[src/rtl/fp_int_acc.sv]
// fp_int_acc: dot-product accumulator fed by the fp_int_mul product stream.
// Each product (sign, exponent bias 15, 15-bit magnitude with 10 fractional
// bits) is aligned to a signed fixed-point value with FRAC_BITS fractional
// bits, registered in stage 1, and added with saturation in stage 2.
//
// Ports:
//   i_clk, i_rst        clock (rising edge), synchronous active-high reset
//   i_acc_start         pulse: clear accumulator, latch i_len, begin
//   i_len               number of products in the dot product
//   i_start_acc         product valid
//   i_sign_in/i_exp_in/i_mantissa_in   product fields
//   o_acc_out           running / final accumulator value
//   o_done              one-cycle pulse, o_acc_out is final
//   o_busy              high while accumulating
//   o_sat               sticky saturation flag for the current dot product
//
// state | meaning
// IDLE  | waiting for i_acc_start; products are ignored
// ACCUM | accepting products until len adds have committed
module fp_int_acc #(
  parameter int ACC_WIDTH = 32,
  parameter int FRAC_BITS = 8,
  parameter int LEN_WIDTH = 8
) (
  input  logic                 i_clk,
  input  logic                 i_rst,
  input  logic                 i_acc_start,
  input  logic [LEN_WIDTH-1:0] i_len,
  input  logic                 i_start_acc,
  input  logic                 i_sign_in,
  input  logic [4:0]           i_exp_in,
  input  logic [14:0]          i_mantissa_in,
  output logic [ACC_WIDTH-1:0] o_acc_out,
  output logic                 o_done,
  output logic                 o_busy,
  output logic                 o_sat
);

  // Widest left shift is exp 30 -> 5 + FRAC_BITS; keep one spare bit so the
  // magnitude compare against the accumulator limits never wraps.
  localparam int MAG_W = 15 + 6 + FRAC_BITS;
  localparam int CW    = ((MAG_W > ACC_WIDTH) ? MAG_W : ACC_WIDTH) + 1;

  localparam logic [ACC_WIDTH-1:0] ACC_MAX = {1'b0, {(ACC_WIDTH-1){1'b1}}};
  localparam logic [ACC_WIDTH-1:0] ACC_MIN = {1'b1, {(ACC_WIDTH-1){1'b0}}};
  localparam logic [CW-1:0]        LIM_POS = CW'(ACC_MAX);
  localparam logic [CW-1:0]        LIM_NEG = LIM_POS + CW'(1);
  localparam logic signed [9:0]    SHIFT_OFS = 10'(FRAC_BITS - 25);

  typedef enum logic {
    IDLE  = 1'b0,
    ACCUM = 1'b1
  } state_t;

  state_t                 r_state;
  state_t                 w_state_nxt;
  logic [ACC_WIDTH-1:0]   r_acc;
  logic [LEN_WIDTH-1:0]   r_len;
  logic [LEN_WIDTH-1:0]   r_count;
  logic                   r_done;
  logic                   r_sat;
  logic                   r_s1_valid;
  logic [ACC_WIDTH-1:0]   r_s1_val;
  logic                   r_s1_sat;

  logic signed [9:0]      w_shift;
  logic [9:0]             w_shl;
  logic [9:0]             w_shr;
  logic [CW-1:0]          w_mant_ext;
  logic [CW-1:0]          w_mag;
  logic [ACC_WIDTH-1:0]   w_align;
  logic                   w_align_sat;
  logic [ACC_WIDTH:0]     w_sum;
  logic                   w_sum_ovf;
  logic [ACC_WIDTH-1:0]   w_sum_sat;
  logic                   w_clear;
  logic                   w_commit;
  logic                   w_accept;
  logic                   w_done_nxt;

  // Alignment of the incoming product
  always_comb begin
    w_shift    = $signed({5'b0, i_exp_in}) + SHIFT_OFS;
    w_shl      = w_shift;
    w_shr      = 10'd0 - w_shift;
    w_mant_ext = CW'(i_mantissa_in);
    if (w_shift[9]) begin
      w_mag = w_mant_ext >> w_shr;
    end else begin
      w_mag = w_mant_ext << w_shl;
    end
  end

  always_comb begin
    w_align     = '0;
    w_align_sat = 1'b0;
    if (i_exp_in == 5'd0) begin
      w_align = '0;
    end else if (i_exp_in == 5'd31) begin
      w_align     = i_sign_in ? ACC_MIN : ACC_MAX;
      w_align_sat = 1'b1;
    end else if (i_sign_in) begin
      // A magnitude of exactly 2^(ACC_WIDTH-1) is still representable as min
      if (w_mag > LIM_NEG) begin
        w_align     = ACC_MIN;
        w_align_sat = 1'b1;
      end else begin
        w_align = ACC_WIDTH'(0) - w_mag[ACC_WIDTH-1:0];
      end
    end else begin
      if (w_mag > LIM_POS) begin
        w_align     = ACC_MAX;
        w_align_sat = 1'b1;
      end else begin
        w_align = w_mag[ACC_WIDTH-1:0];
      end
    end
  end

  // Saturating add of stage-1 value into the accumulator
  always_comb begin
    w_sum     = {r_acc[ACC_WIDTH-1], r_acc} + {r_s1_val[ACC_WIDTH-1], r_s1_val};
    w_sum_ovf = w_sum[ACC_WIDTH] ^ w_sum[ACC_WIDTH-1];
    if (w_sum_ovf) begin
      w_sum_sat = w_sum[ACC_WIDTH] ? ACC_MIN : ACC_MAX;
    end else begin
      w_sum_sat = w_sum[ACC_WIDTH-1:0];
    end
  end

  // Next-state and control
  always_comb begin
    w_state_nxt = r_state;
    w_clear     = 1'b0;
    w_commit    = 1'b0;
    w_done_nxt  = 1'b0;
    case (r_state)
      IDLE: begin
        if (i_acc_start) begin
          w_clear = 1'b1;
          if (i_len == '0) begin
            w_done_nxt = 1'b1;
          end else begin
            w_state_nxt = ACCUM;
          end
        end
      end
      ACCUM: begin
        if (i_acc_start) begin
          w_clear = 1'b1;
          if (i_len == '0) begin
            w_done_nxt  = 1'b1;
            w_state_nxt = IDLE;
          end
        end else if (r_s1_valid) begin
          w_commit = 1'b1;
          if ((r_count + LEN_WIDTH'(1)) == r_len) begin
            w_done_nxt  = 1'b1;
            w_state_nxt = IDLE;
          end
        end
      end
      default: w_state_nxt = IDLE;
    endcase
    // Products only enter stage 1 if they will still be in ACCUM to commit;
    // a restart in the same cycle drops the product.
    w_accept = i_start_acc && !i_acc_start && (w_state_nxt == ACCUM);
  end

  always_ff @(posedge i_clk) begin
    if (i_rst) begin
      r_state <= IDLE;
    end else begin
      r_state <= w_state_nxt;
    end
  end

  always_ff @(posedge i_clk) begin
    if (i_rst) begin
      r_acc      <= '0;
      r_len      <= '0;
      r_count    <= '0;
      r_done     <= 1'b0;
      r_sat      <= 1'b0;
      r_s1_valid <= 1'b0;
      r_s1_val   <= '0;
      r_s1_sat   <= 1'b0;
    end else begin
      r_done     <= w_done_nxt;
      r_s1_valid <= w_accept;
      if (w_accept) begin
        r_s1_val <= w_align;
        r_s1_sat <= w_align_sat;
      end
      if (w_clear) begin
        r_acc   <= '0;
        r_count <= '0;
        r_sat   <= 1'b0;
        r_len   <= i_len;
      end else if (w_commit) begin
        r_acc   <= w_sum_sat;
        r_count <= r_count + LEN_WIDTH'(1);
        r_sat   <= r_sat | r_s1_sat | w_sum_ovf;
      end
    end
  end

  assign o_acc_out = r_acc;
  assign o_done    = r_done;
  assign o_busy    = (r_state == ACCUM);
  assign o_sat     = r_sat;

endmodule

[config.mk]
export PLATFORM = sky130hd
export DESIGN_NAME = fp_int_acc
export DESIGN_NICKNAME = d
export VERILOG_FILES = /design/src/rtl/fp_int_acc.sv
export SDC_FILE = /design/constraint.sdc
export NUM_CORES = 1
export LEC_CHECK = 0
export BUFFER_PORTS_ARGS = -buffer_cell sky130_fd_sc_hd__buf_2
export CELL_PAD_IN_SITES_DETAIL_PLACEMENT = 0
export CELL_PAD_IN_SITES_GLOBAL_PLACEMENT = 1
export CORE_ASPECT_RATIO = 0.7
export CORE_MARGIN = 4
export CORE_UTILIZATION = 41
export CTS_CLUSTER_DIAMETER = 100
export DETAILED_ROUTE_END_ITERATION = 6
export GPL_TIMING_DRIVEN = 0
export PLACE_DENSITY = 0.82
export SKIP_CTS_REPAIR_TIMING = 1
export SYNTH_ARGS = -nofsm -noshare
export SYNTH_HDL_FRONTEND = slang
export SYNTH_SLANG_ARGS = --single-unit
[constraint.sdc]
create_clock -name i_clk -period 4.5 [get_ports i_clk]
set_input_delay 0.9 -clock i_clk [delete_from_list [all_inputs] [get_ports i_clk]]
set_output_delay 0.9 -clock i_clk [all_outputs]
set_load 0.05 [all_outputs]
* Word level (Yosys, flattened, before mapping)
Index checks and enable logic that the tools add are counted.
** Operators by class
- $lt $le $gt $ge :: 2
- Bitwise operators :: 4
- Add/subtract/negate cells :: 5
- Muxes and demuxes :: 30
- Equal/unequal tests :: 2
- Shifts and indexed selects :: 2
- Reduce and logical (&&, ||, !) cells :: 6
** Operators with widths (count)
- 32-bit 2-to-1 mux :: 8
- 32-bit by 32-bit adder with 33-bit output :: 1
- 33-bit by 31-bit greater-than comparator with 1-bit output (second input constant) :: 1
- 33-bit by 32-bit greater-than comparator with 1-bit output (second input constant) :: 1
- 33-bit 2-to-1 mux :: 1
- 15-bit by 10-bit left shift with 33-bit output :: 1
- 15-bit by 10-bit right shift with 33-bit output :: 1
- 1-bit by 32-bit subtractor with 32-bit output (first input constant) :: 1
- 1-bit 2-to-1 mux :: 19
- 8-bit by 1-bit adder with 8-bit output (second input constant) :: 1
- 8-bit == test :: 1
- 8-bit logical NOT :: 1
- 1-bit by 7-bit subtractor with 8-bit output (first input constant) :: 1
- 6-bit by 6-bit adder with 7-bit output (second input constant) :: 1
- 5-bit == test (second input constant) :: 1
- 5-bit logical NOT :: 1
- 1-bit one-hot mux with 2 select lines :: 2
- 1-bit logical AND :: 2
- 1-bit bitwise OR :: 2
- 2-bit OR reduction :: 1
- 1-bit logical NOT :: 1
- 1-bit inverter :: 1
- 1-bit XOR :: 1
** Storage, ports and cells
- Input port bits :: 33
- Word-level logic and storage cells :: 60
- Output and inout bits :: 35
- Register bits :: 85

* Longest topological paths before layout
Gate-level depths: netlist (run 1).
- Depth after elaboration :: 9
- Mapped depth :: 19
- Depth with buffers taken out :: 14

* Worst setup path before layout (run 1)
No wires, ideal clock.
- Kind :: input to register
- Start point :: input i_exp_in[0]
- End point :: register r_s1_val[28]
- Buffers on the path :: 5
- Library setup time :: 131 ps
- Required time :: 4369 ps
- Cell stages on the path :: 17
- Slack :: -352 ps
- Data arrival time :: 4721 ps
- Cells stage by stage :: buf_6 clkinv_1 ha_1 buf_2 buf_2 buf_2 mux4_2 nand2_1 a211oi_1 a311oi_1 ha_1 nand4_1 nor3_1 buf_4 nand2_1 a2111oi_0 nor3_1
** On the way
- Longest elaborated chain between the ends :: 9
- Elaborated cells on any way between the ends :: 15
- Classes of those cells :: 3 x add/sub; 2 x order compare; 1 x eq/ne; 2 x shift; 6 x mux; 1 x reduce/logical
** Ends and longest elaborated chain
- from (decl) :: line 31 : input logic [4:0] i_exp_in,
- 6-bit by 6-bit adder with 7-bit output :: line 83 : w_shift = $signed({5'b0, i_exp_in}) + SHIFT_OFS;
- 1-bit by 7-bit subtractor with 8-bit output :: line 85 : w_shr = 10'd0 - w_shift;
- 15-bit by 10-bit right shift with 33-bit output :: line 88 : w_mag = w_mant_ext >> w_shr;
- 33-bit 2-to-1 mux :: line 87 : if (w_shift[9]) begin
- 1-bit by 32-bit subtractor with 32-bit output, or another cell as far along :: line 108 : w_align = ACC_WIDTH'(0) - w_mag[ACC_WIDTH-1:0];
- 32-bit 2-to-1 mux, on equally long branches :: line 104, 111
- 32-bit 2-to-1 mux :: line 102 : end else if (i_sign_in) begin
- 32-bit 2-to-1 mux :: line 99 : end else if (i_exp_in == 5'd31) begin
- 32-bit 2-to-1 mux (*) :: line 97 : if (i_exp_in == 5'd0) begin
- to (signal assigned) :: line 192 : r_s1_val <= w_align;
- to (decl) :: line 63 : logic [ACC_WIDTH-1:0] r_s1_val;
Every way passes the cells marked *; elsewhere a longest branch is shown, timed or not.
A chain may end at the register's enable or synchronous reset.

* Worst setup path in the final report (run 1)
- Start point :: input i_exp_in[1]
- End point :: register r_s1_val[26]
Same word-level chain as after synthesis.

==> results.cfg, run 1 <==
[worst_setup_path]
worstPathMaxFanout = 6
cp.required_ps = 4750
reg2regPathDepth = 13
crit_arrival_ps = 4750
regToRegSetupSlack_ps = 350
worstPathCellList = buf_8 -> buf_8 -> clkinvlp_4 -> ha_4 -> mux4_2 -> nor3_2 -> nor3_2 -> a311oi_2 -> or4b_4 -> buf_6 -> or4_4 -> nor3_4 -> buf_6 -> nand3_2 -> xor2_1 -> o31ai_1
reg2reg_to = o_acc_out[8]$_SDFFE_PP0P_
end_kind = register
r2r-start = o_acc_out[8]$_SDFFE_PP0P_
crit_slowest_cell = mux4_2
criticalPathCategory = input pin to register
crit_path_max_incr_delay_ps = 560
cp-start-kind = input pin

[power_and_ir_drop]
peakVddDrop_v = 0.0001673
cellPowerDensity_nw_per_um2 = 244.3
leakage_nw = 4.167

[floorplanning]
rows = 43
io_pins = 68
die_h_microns = 127.6
core_area_sq_um = 19960
dieWidth_microns = 178.8
dieArea_sq_um = 22810
start_util_pct = 41.95

[finish]
post-route-util_pct = 50.81
n_fill_cell = 1994
nets = 1295
synthToLayoutAreaGrowth_pct = 21.13
stdcell_count = 1497
layout-drive-gt1-share_pct = 20.29
diodes = 0

[drt]
dr_total_vias = 9310
finalWirelength_microns = 30560
drt-initial-drc-count = 1092
postRouteAntennaNets = 0
routed_via_density = 6.219
drtPass1Iterations = 5
drc = 0
wl_per_cell_microns = 20.41

[placed_design]
port_buffers = 64
placed_cells = 1443
gp_congestion = 0.9879
dp_hpwl_microns = 23640

[status]
status = complete, no violations

[clocking]
cts_root_buf = clkbuf_16
numCtsBuffers = 9
htreeDepth = 3
clk_pin_slew_worst_paths_ps = 70
insertion_delay_ps = 350
clock-sinks = 85
clockBufferDepth = 2
tritoncts = yes

[global_routing]
first_global_vias = 8183
grt_max_degree = 17
gr-total-overflow = 0
grt_usage_pct = 25.83
grt_pass1_wl_microns = 46720
antenna_found_initial = 0

[synthesis]
seq_area_frac_synth_pct = 20.32
avgSynthCellArea_sq_um = 7.550
synth_edf_count = 0
synthArstFlopShare_pct = 0
ys.warnings.count = 0
netlist_area_sq_um = 8373
ys_ff_latch = 85
synthFlopType = dfxtp_1
synthCells = 1109
syn-num-nets = 1182
yosysUniqueCellTypes = 81

[timing]
finalSetupTns_ps = 0
fin_crit_sh_pct = 99.91
max_freq_ghz = 0.2224
setup_viol = 0
max_slew.worst_pin.slew_ps = 973.9
rsz0062_at_grt = true
report.final.slew_viol_count = 0
skew_ps = 11.27
layout_min_cycle_time_ps = 4496
hold_slack_ps = 457.2
slew_headroom_pct = 34.48
final_hold_viol_count = 0

[flow_run]
cap_violations = 0

[hold_path]
whs_path_depth = 2
hold_path.class = register to register
hp-start = r_s1_val[12]$_SDFFE_PP0P_
holdPathEnd = r_s1_val[12]$_SDFFE_PP0P_
[worst max-delay path by stage]
stage	depth (start not counted)	to	start	slack, ps
floorplan	17	r_s1_val[15]$_SDFFE_PP0P_	i_exp_in[0]	4
global placement	18	r_s1_val[28]$_SDFFE_PP0P_	i_exp_in[0]	-1130
detailed placement	18	r_s1_val[28]$_SDFFE_PP0P_	i_exp_in[0]	-1110
CTS	18	r_s1_val[28]$_SDFFE_PP0P_	i_exp_in[0]	-760
global route	16	r_s1_val[31]$_SDFFE_PP0P_	i_exp_in[1]	-120
finish	16	r_s1_val[26]$_SDFFE_PP0P_	i_exp_in[1]	4
[synthesized netlist by cell type (22+ instances only)]
| library cell | count | area, sq um |
|---|---|---|
| nor3_1 | 29 | 145.1 |
| mux2i_1 | 42 | 420.4 |
| a21oi_1 | 128 | 640.6 |
| nand2_1 | 103 | 386.6 |
| ha_1 | 39 | 488.0 |
| o21ai_0 | 101 | 505.5 |
| dfxtp_1 | 85 | 1702 |
| nor2_1 | 93 | 349.1 |
| nand3_1 | 23 | 115.1 |
| xnor2_1 | 35 | 306.5 |
| clkbuf_1 | 48 | 180.2 |
| nand2b_1 | 22 | 137.6 |
[area by class of cell]
class	instances	area (sq um)	share of cell area, %
Tap cell	270	337.8	3.331
Timing Repair Buffer	104	634.4	6.255
Clock buffer	9	225.2	2.221
Buffer	75	435.4	4.293
Clock inverter	7	81.33	0.8019
Inverter	20	81.33	0.8019
Multi-Input combinational cell	927	6645	65.52
Sequential cell	85	1702	16.78
[flip-flops by register name, summed over array words and instances (netlist names)]
| signal | cells |
|---|---|
| o_acc_out | 32 |
| o_busy | 1 |
| r_count | 8 |
| r_len | 8 |
| r_s1_valid | 1 |
| o_done | 1 |
| o_sat | 1 |
| r_s1_val | 32 |
| r_s1_sat | 1 |
[cell families after synthesis]
logic type / count (synthesis) / synth area share [%]
compound gates: 392 / 29.35
xor+xnor: 54 / 5.903
fa+ha+maj: 44 / 6.545
buf+inv: 97 / 5.036
flops: 85 / 20.32
mux: 74 / 11.52
simple gates: 363 / 21.32
[per-layer routing]
layer  part of all wire, %  vias to the layer above  wire, microns  track usage (%)
met5                     0                        -              0                0
met4                  0.51                        0            157            2.751
met3                    11                       15           3251            6.980
met2                    38                      462          11700            33.19
met1                    51                     4456          15450            42.85
li1                      -                     4377              -                -
[through the flow]
stage               cell area [sq um]  power, mW  setup WS, ps
finish                          10140      2.478         4.263
global route                    10140      2.585        -121.3
CTS                              9365      2.301        -756.1
detailed placement               9059      1.525         -1110
global placement                 9059      1.525         -1128
floorplan                        8401      1.325         3.712
[cells in the final DEF (no fill, tap or decap), types with 14 or more instances in the layout]
cell | netlist | routed
a211oi_1 | 15 | 14
a21o_1 | 19 | 19
a21oi_1 | 128 | 127
a31oi_1 | 15 | 15
buf_2 | 13 | 66
buf_4 | 9 | 48
clkbuf_1 | 48 | 45
dfxtp_1 | 85 | 85
ha_1 | 39 | 35
inv_1 | 19 | 18
mux2_2 | 15 | 14
mux2i_1 | 42 | 36
mux4_2 | 16 | 16
nand2_1 | 103 | 102
nand2b_1 | 22 | 22
nand3_1 | 23 | 22
nor2_1 | 93 | 92
nor3_1 | 29 | 25
o21ai_0 | 101 | 98
xnor2_1 | 35 | 34
xor2_1 | 17 | 16
[report_power, final]
part	internal (mW)	switching [mW]
sequential	0.768	0.0131
combinational	0.382	0.539
clock	0.438	0.338
[worst max-delay path, delay by kind of cell]
kind | cells | cell delay (ps)
mux | 1 | 560
compound gates | 2 | 580
buf+inv | 5 | 640
xor+xnor | 1 | 150
simple gates | 6 | 1570
fa+ha+maj | 1 | 340
No activity file was read; power rests on OpenSTA's default activity.
==> run 2: changes to the inputs <==
clock period = 4.1 ns   (was 4.5 ns; I/O delays follow)
==> run 2 against run 1 <==
- the flow now finishes with violations (negative setup slack)
- utilization increased by 1.8 points
- non-clock buffer count is 19 higher
- sequential power increased by 9.9%
- clock power up 8.5%
- hold slack got worse by 4.5 ps
==> results.cfg, run 2 (same netlist as run 1, synthesis figures left out) <==
[status]
status = complete, but fails checks
violations = negative setup slack

[power_and_ir_drop]
pwr-share-clk_pct = 30.3
cellPowerDensity_nw_per_um2 = 264.5
power_mw = 2.779
peakVddDrop_v = 0.0001753
swShare_pct = 37.22
leakage_nw = 4.360
seqPwrFrac_pct = 30.9
p_sw_mw = 1.034
combPwrFrac_pct = 38.8
p_int_mw = 1.745

[floorplanning]
rows = 43
dieWidth_microns = 178.8
start_util_pct = 41.95
io_pins = 68
die_h_microns = 127.6
dieArea_sq_um = 22810
core_area_sq_um = 19960

[clocking]
insertion_delay_ps = 360
htreeDepth = 3
numCtsBuffers = 9
clk_pin_slew_worst_paths_ps = 70
clock-sinks = 85
cts_root_buf = clkbuf_16
tritoncts = yes
clockBufferDepth = 2

[finish]
synthToLayoutAreaGrowth_pct = 25.46
layout_commonest_cell = a21oi_1
layout-drive-gt1-share_pct = 23.35
diodes = 0
n_fill_cell = 1965
design_area_sq_um = 10510
post-route-util_pct = 52.63
final_cell_mix = a21oi_1, nand2_1, o21ai_0, nor2_1, dfxtp_1
nets = 1314

[placed_design]
gp_congestion = 1.013
placed_cell_area_sq_um = 9141
port_buffers = 64
dp_hpwl_microns = 23770

[worst_setup_path]
crit_family = simple AND/OR/NAND/NOR gates
startpoint = i_exp_in[0]
worstPathMaxFanout = 6
worstPathCellList = buf_12 -> buf_4 -> ha_2 -> buf_8 -> nor2b_1 -> a31o_1 -> o31a_1 -> a311oi_2 -> or4b_4 -> or4_4 -> nor3_4 -> buf_6 -> nand2_4 -> o311ai_4 -> a21oi_1
crit_slowest_cell = or4_4
end_kind = register
regToRegSetupSlack_ps = 250
criticalPathCategory = input pin to register
crit_buf_inv = 4
crit_path_max_incr_delay_ps = 590
r2r-start = o_acc_out[9]$_SDFFE_PP0P_
cp.required_ps = 4310
crit_arrival_ps = 4390
cp-start-kind = input pin

[timing]
setup_viol = 9
final_hold_viol_count = 0
max_slew.worst_pin.slew_ps = 1080
rsz0062_at_grt = true
slew_headroom_pct = 27.76
skew_ps = 10.19
layout_min_cycle_time_ps = 4184
max_freq_ghz = 0.2390
fin_crit_sh_pct = 102.0
setup_ws_ps = -83.75
report.final.slew_viol_count = 0

[global_routing]
grt_pass1_wl_microns = 46100
grt_max_degree = 19
first_global_vias = 8057
gr-total-overflow = 0
antenna_found_initial = 0
grt_usage_pct = 25.64

[hold_path]
hold_path.class = register to register
hp-start = r_s1_val[12]$_SDFFE_PP0P_

[drt]
drc = 0
postRouteAntennaNets = 0
finalWirelength_microns = 30990
dr_total_vias = 9425
wl_per_cell_microns = 20.44
drtPass1Iterations = 5
routed_via_density = 6.217
drt-initial-drc-count = 1178

[flow_run]
cap_violations = 0
==> run 2: cell count changes in the layout (fill, tap and decap cells not counted), sizes merged <==
cell	change
clkinv	-1
clkinvlp	-2
buf	+18
inv	+4
bufinv	-1
clkbuf	+1
==> run 2: final timing paths <==
kind	depth (start not counted)	endpoint
setup reg to reg	13	o_acc_out[12]$_SDFFE_PP0P_
hold reg to reg	2	r_s1_val[12]$_SDFFE_PP0P_
setup / recovery	15	r_s1_val[31]$_SDFFE_PP0P_
hold / removal	2	r_s1_val[12]$_SDFFE_PP0P_
==> run 2: worst reg2reg max path: stages (launching register included) <==
cell	delay (ps)
dfxtp_1	360
ha_1	390
nand3_1	120
or4b_1	520
o21a_1	240
o21ai_1	340
a21oi_1	220
a21oi_2	350
a221oi_4	150
xnor2_2	170
buf_4	190
clkbuf_1	420
a21oi_1	140
a21oi_1	170
==> run 2: metal layers <==
| metal | track usage [%] | routed length (microns) |
|---|---|---|
| met1 | 43.03 | 15480 |
| met2 | 32.63 | 11860 |
| met3 | 6.063 | 3371 |
| met4 | 3.518 | 283 |
| met5 | 0 | 0 |
==> run 2: cell type report <==
| cell class | count | area, sq um | share of cell area [%] |
|---|---|---|---|
| buffer | 74 | 466.7 | 4.443 |
| multi-input combinational | 927 | 6799 | 64.72 |
| inverter | 20 | 90.09 | 0.8575 |
| clock buffer | 9 | 225.2 | 2.144 |
| tap | 270 | 337.8 | 3.216 |
| clock inverter | 7 | 71.32 | 0.6789 |
| timing repair buffer | 124 | 813.3 | 7.742 |
| sequential | 85 | 1702 | 16.20 |
==> run 2: power by group through the flow <==
stage          combinational, mW  sequential [mW]  clock (mW)
2_1_floorplan              0.593            0.876           0
3_3_place_gp               0.812            0.877           0
3_5_place_dp               0.812            0.877           0
4_1_cts                    0.817            0.858       0.854
5_1_grt                     1.14            0.860       0.890
6_report                    1.08            0.858       0.842
==> run 2: per-stage QoR <==
step,cells,setup TNS (ps),hold slack (ps),setup WS [ps]
6_report,1516,-506.8,452.6,-83.75
5_1_grt,1516,-1818,476.5,-162.2
4_1_cts,1459,-27260,457.6,-806.1
3_5_place_dp,1443,-37750,447.6,-1176
3_3_place_gp,1443,-38300,436.7,-1230
2_1_floorplan,1109,-501.5,419.7,-99.03
==> run 3: changes to the inputs <==
ABC_AREA = 1   (was not set)
CORE_UTILIZATION = 38   (was 41)
PLACE_DENSITY = 0.81   (was 0.82)
==> run 3 against run 2 <==
- the run now ends clean
- register-to-register slack gained 60 ps
- critical path depth increased by 16
- combinational power shrank 14%
- non-clock buffer count is 66 lower
- die area grew 1.1%
- synthesized area decreased by 6.2%
- worst setup slack better by 250 ps
- clock power is 3.8% lower
- synthesized cell count up 19%
==> results.cfg, run 3 <==
[power_and_ir_drop]
leakage_nw = 4.437
seqPwrFrac_pct = 33.3
combPwrFrac_pct = 35.6
swShare_pct = 39.81
p_sw_mw = 1.038
cellPowerDensity_nw_per_um2 = 287.9
pwr-share-clk_pct = 31.0
peakVddDrop_v = 0.0001874
power_mw = 2.607
p_int_mw = 1.569

[finish]
synthToLayoutAreaGrowth_pct = 15.31
stdcell_count = 1681
post-route-util_pct = 45.13
design_area_sq_um = 9056
layout_commonest_cell = nand2_1
nets = 1479
final_cell_mix = nand2_1, a21oi_1, nand3_1, inv_1, nor2_1
layout-drive-gt1-share_pct = 12.54
diodes = 0

[floorplanning]
io_pins = 68
dieWidth_microns = 179.8
die_h_microns = 128.3
start_util_pct = 39.14
dieArea_sq_um = 23070
rows = 43
core_area_sq_um = 20070

[drt]
drt-initial-drc-count = 931
drtPass1Iterations = 5
finalWirelength_microns = 26470
wl_per_cell_microns = 15.75
routed_via_density = 5.387
drc = 0
dr_total_vias = 9056
postRouteAntennaNets = 0

[worst_setup_path]
regToRegSetupSlack_ps = 310
crit_path_max_incr_delay_ps = 210
crit_slowest_cell = ha_2
crit_family = simple AND/OR/NAND/NOR gates
cp-start-kind = input pin
end_kind = register
cpMostUsedCell = nand2_1
crit_arrival_ps = 4150
crit_buf_inv = 7
r2r-start = o_acc_out[0]$_SDFFE_PP0P_
reg2regPathDepth = 16
reg2reg_to = o_acc_out[22]$_SDFFE_PP0P_
cp.required_ps = 4310
criticalPathCategory = input pin to register
worstPathMaxFanout = 11

[hold_path]
hp-start = o_sat$_SDFFE_PP0P_
whs_path_depth = 2
holdPathEnd = o_sat$_SDFFE_PP0P_
hold_path.class = register to register

[global_routing]
grt_pass1_wl_microns = 42970
grt_usage_pct = 22.65
antenna_found_initial = 0
gr-total-overflow = 0
grt_max_degree = 18
first_global_vias = 7998

[synthesis]
synth_area_leaders = dfxtp_1, nand2_1, a21oi_1
syn-num-nets = 1393
seq_area_frac_synth_pct = 21.67
synthFlopType = dfxtp_1
synthTopCellsByCount = nand2_1, a21oi_1, nand3_1, nor2_1, inv_1
yosysTopAreaCell = dfxtp_1
avgSynthCellArea_sq_um = 5.950
synthCells = 1320
synthArstFlopShare_pct = 0
synth_edf_count = 0
yosysUniqueCellTypes = 49
netlist_area_sq_um = 7854
synth.most_common_cell = nand2_1
ys_ff_latch = 85
ys.warnings.count = 0
synth.top_cell.area_share_pct = 21.67

[timing]
hold_slack_ps = 454.5
finalSetupTns_ps = 0
layout_min_cycle_time_ps = 3935
max_freq_ghz = 0.2541
report.final.slew_viol_count = 0
setup_viol = 0
skew_ps = 12.60
max_slew.worst_pin.slew_ps = 635.0
setup_ws_ps = 165.1
fin_crit_sh_pct = 95.97
final_hold_viol_count = 0
slew_headroom_pct = 57.67

[clocking]
cts_root_buf = clkbuf_16
insertion_delay_ps = 350
clockBufferDepth = 2
clock-sinks = 85
tritoncts = yes
htreeDepth = 3
clk_pin_slew_worst_paths_ps = 70
numCtsBuffers = 9

[placed_design]
placed_cells = 1656
dp_hpwl_microns = 21790
pre_cts_ws_ps = -1147
placed_cell_area_sq_um = 8522
gp_congestion = 0.9580
port_buffers = 66

[status]
status = complete, no violations

[flow_run]
cap_violations = 0
-- run 3: cell types whose count changed after synthesis, sizes merged, moves of 22 or more --
| cell | previous run | this run |
|---|---|---|
| nand2 | 103 | 397 |
| inv | 19 | 118 |
| nand3 | 24 | 123 |
| nand2b | 22 | 0 |
| mux2i | 42 | 0 |
| nand4 | 12 | 34 |
| nor2 | 93 | 116 |
-- run 3: worst reg2reg max path: cells and delay by family (launching register included) --
kind,cells,cell delay (ps)
buffers and inverters,2,530
AND/OR/NAND/NOR,6,880
flip-flops,1,360
adder cells (fa/ha/maj),2,620
AO/OA/AOI/OAI,5,1010
XOR/XNOR,1,250
-- run 3: worst max-delay path by stage --
stage | start | to | slack, ps | cells past startpoint
2_1_floorplan | i_exp_in[0] | r_s1_val[16]$_SDFFE_PP0P_ | 170 | 29
3_3_place_gp | i_exp_in[0] | r_s1_val[22]$_SDFFE_PP0P_ | -1180 | 25
3_5_place_dp | i_exp_in[0] | r_s1_val[6]$_SDFFE_PP0P_ | -1150 | 23
4_1_cts | i_exp_in[0] | r_s1_val[6]$_SDFFE_PP0P_ | -780 | 23
5_1_grt | i_exp_in[0] | r_s1_val[18]$_SDFFE_PP0P_ | -20 | 28
6_report | i_exp_in[0] | r_s1_val[18]$_SDFFE_PP0P_ | 170 | 31
-- run 3: power by group through the flow --
stage | clock (mW) | combinational (mW) | sequential, mW
finish | 0.810 | 0.929 | 0.869
global route | 0.862 | 1.03 | 0.872
CTS | 0.820 | 0.851 | 0.869
detailed placement | 0 | 0.847 | 0.888
floorplan | 0 | 0.620 | 0.889
global placement | 0 | 0.850 | 0.888
-- run 3: logic make-up after synthesis --
family,synth area share [%]
compound gates,18.54
xor+xnor,5.209
fa+ha+maj,6.468
buf+inv,9.001
flops,21.67
simple gates,39.11
-- run 3: final cells by class --
class                   instances  area (sq um)
inverters                     120         455.4
fillers                      2154         11010
well taps                     270         337.8
plain buffers                  57         274.0
flip-flops and latches         85          1702
clock buffers                   9         225.2
repair buffers                 75         404.1
multi-input cells            1058          5589
clock inverters                 7         68.82
-- run 3: per-layer routing --
layer	GRT usage, %	share of wire, %	wire [microns]
met5	0	0	0
met3	4.084	9.6	2528
met1	38.01	54	14290
met4	2.284	0.33	87
met2	29.85	36	9562
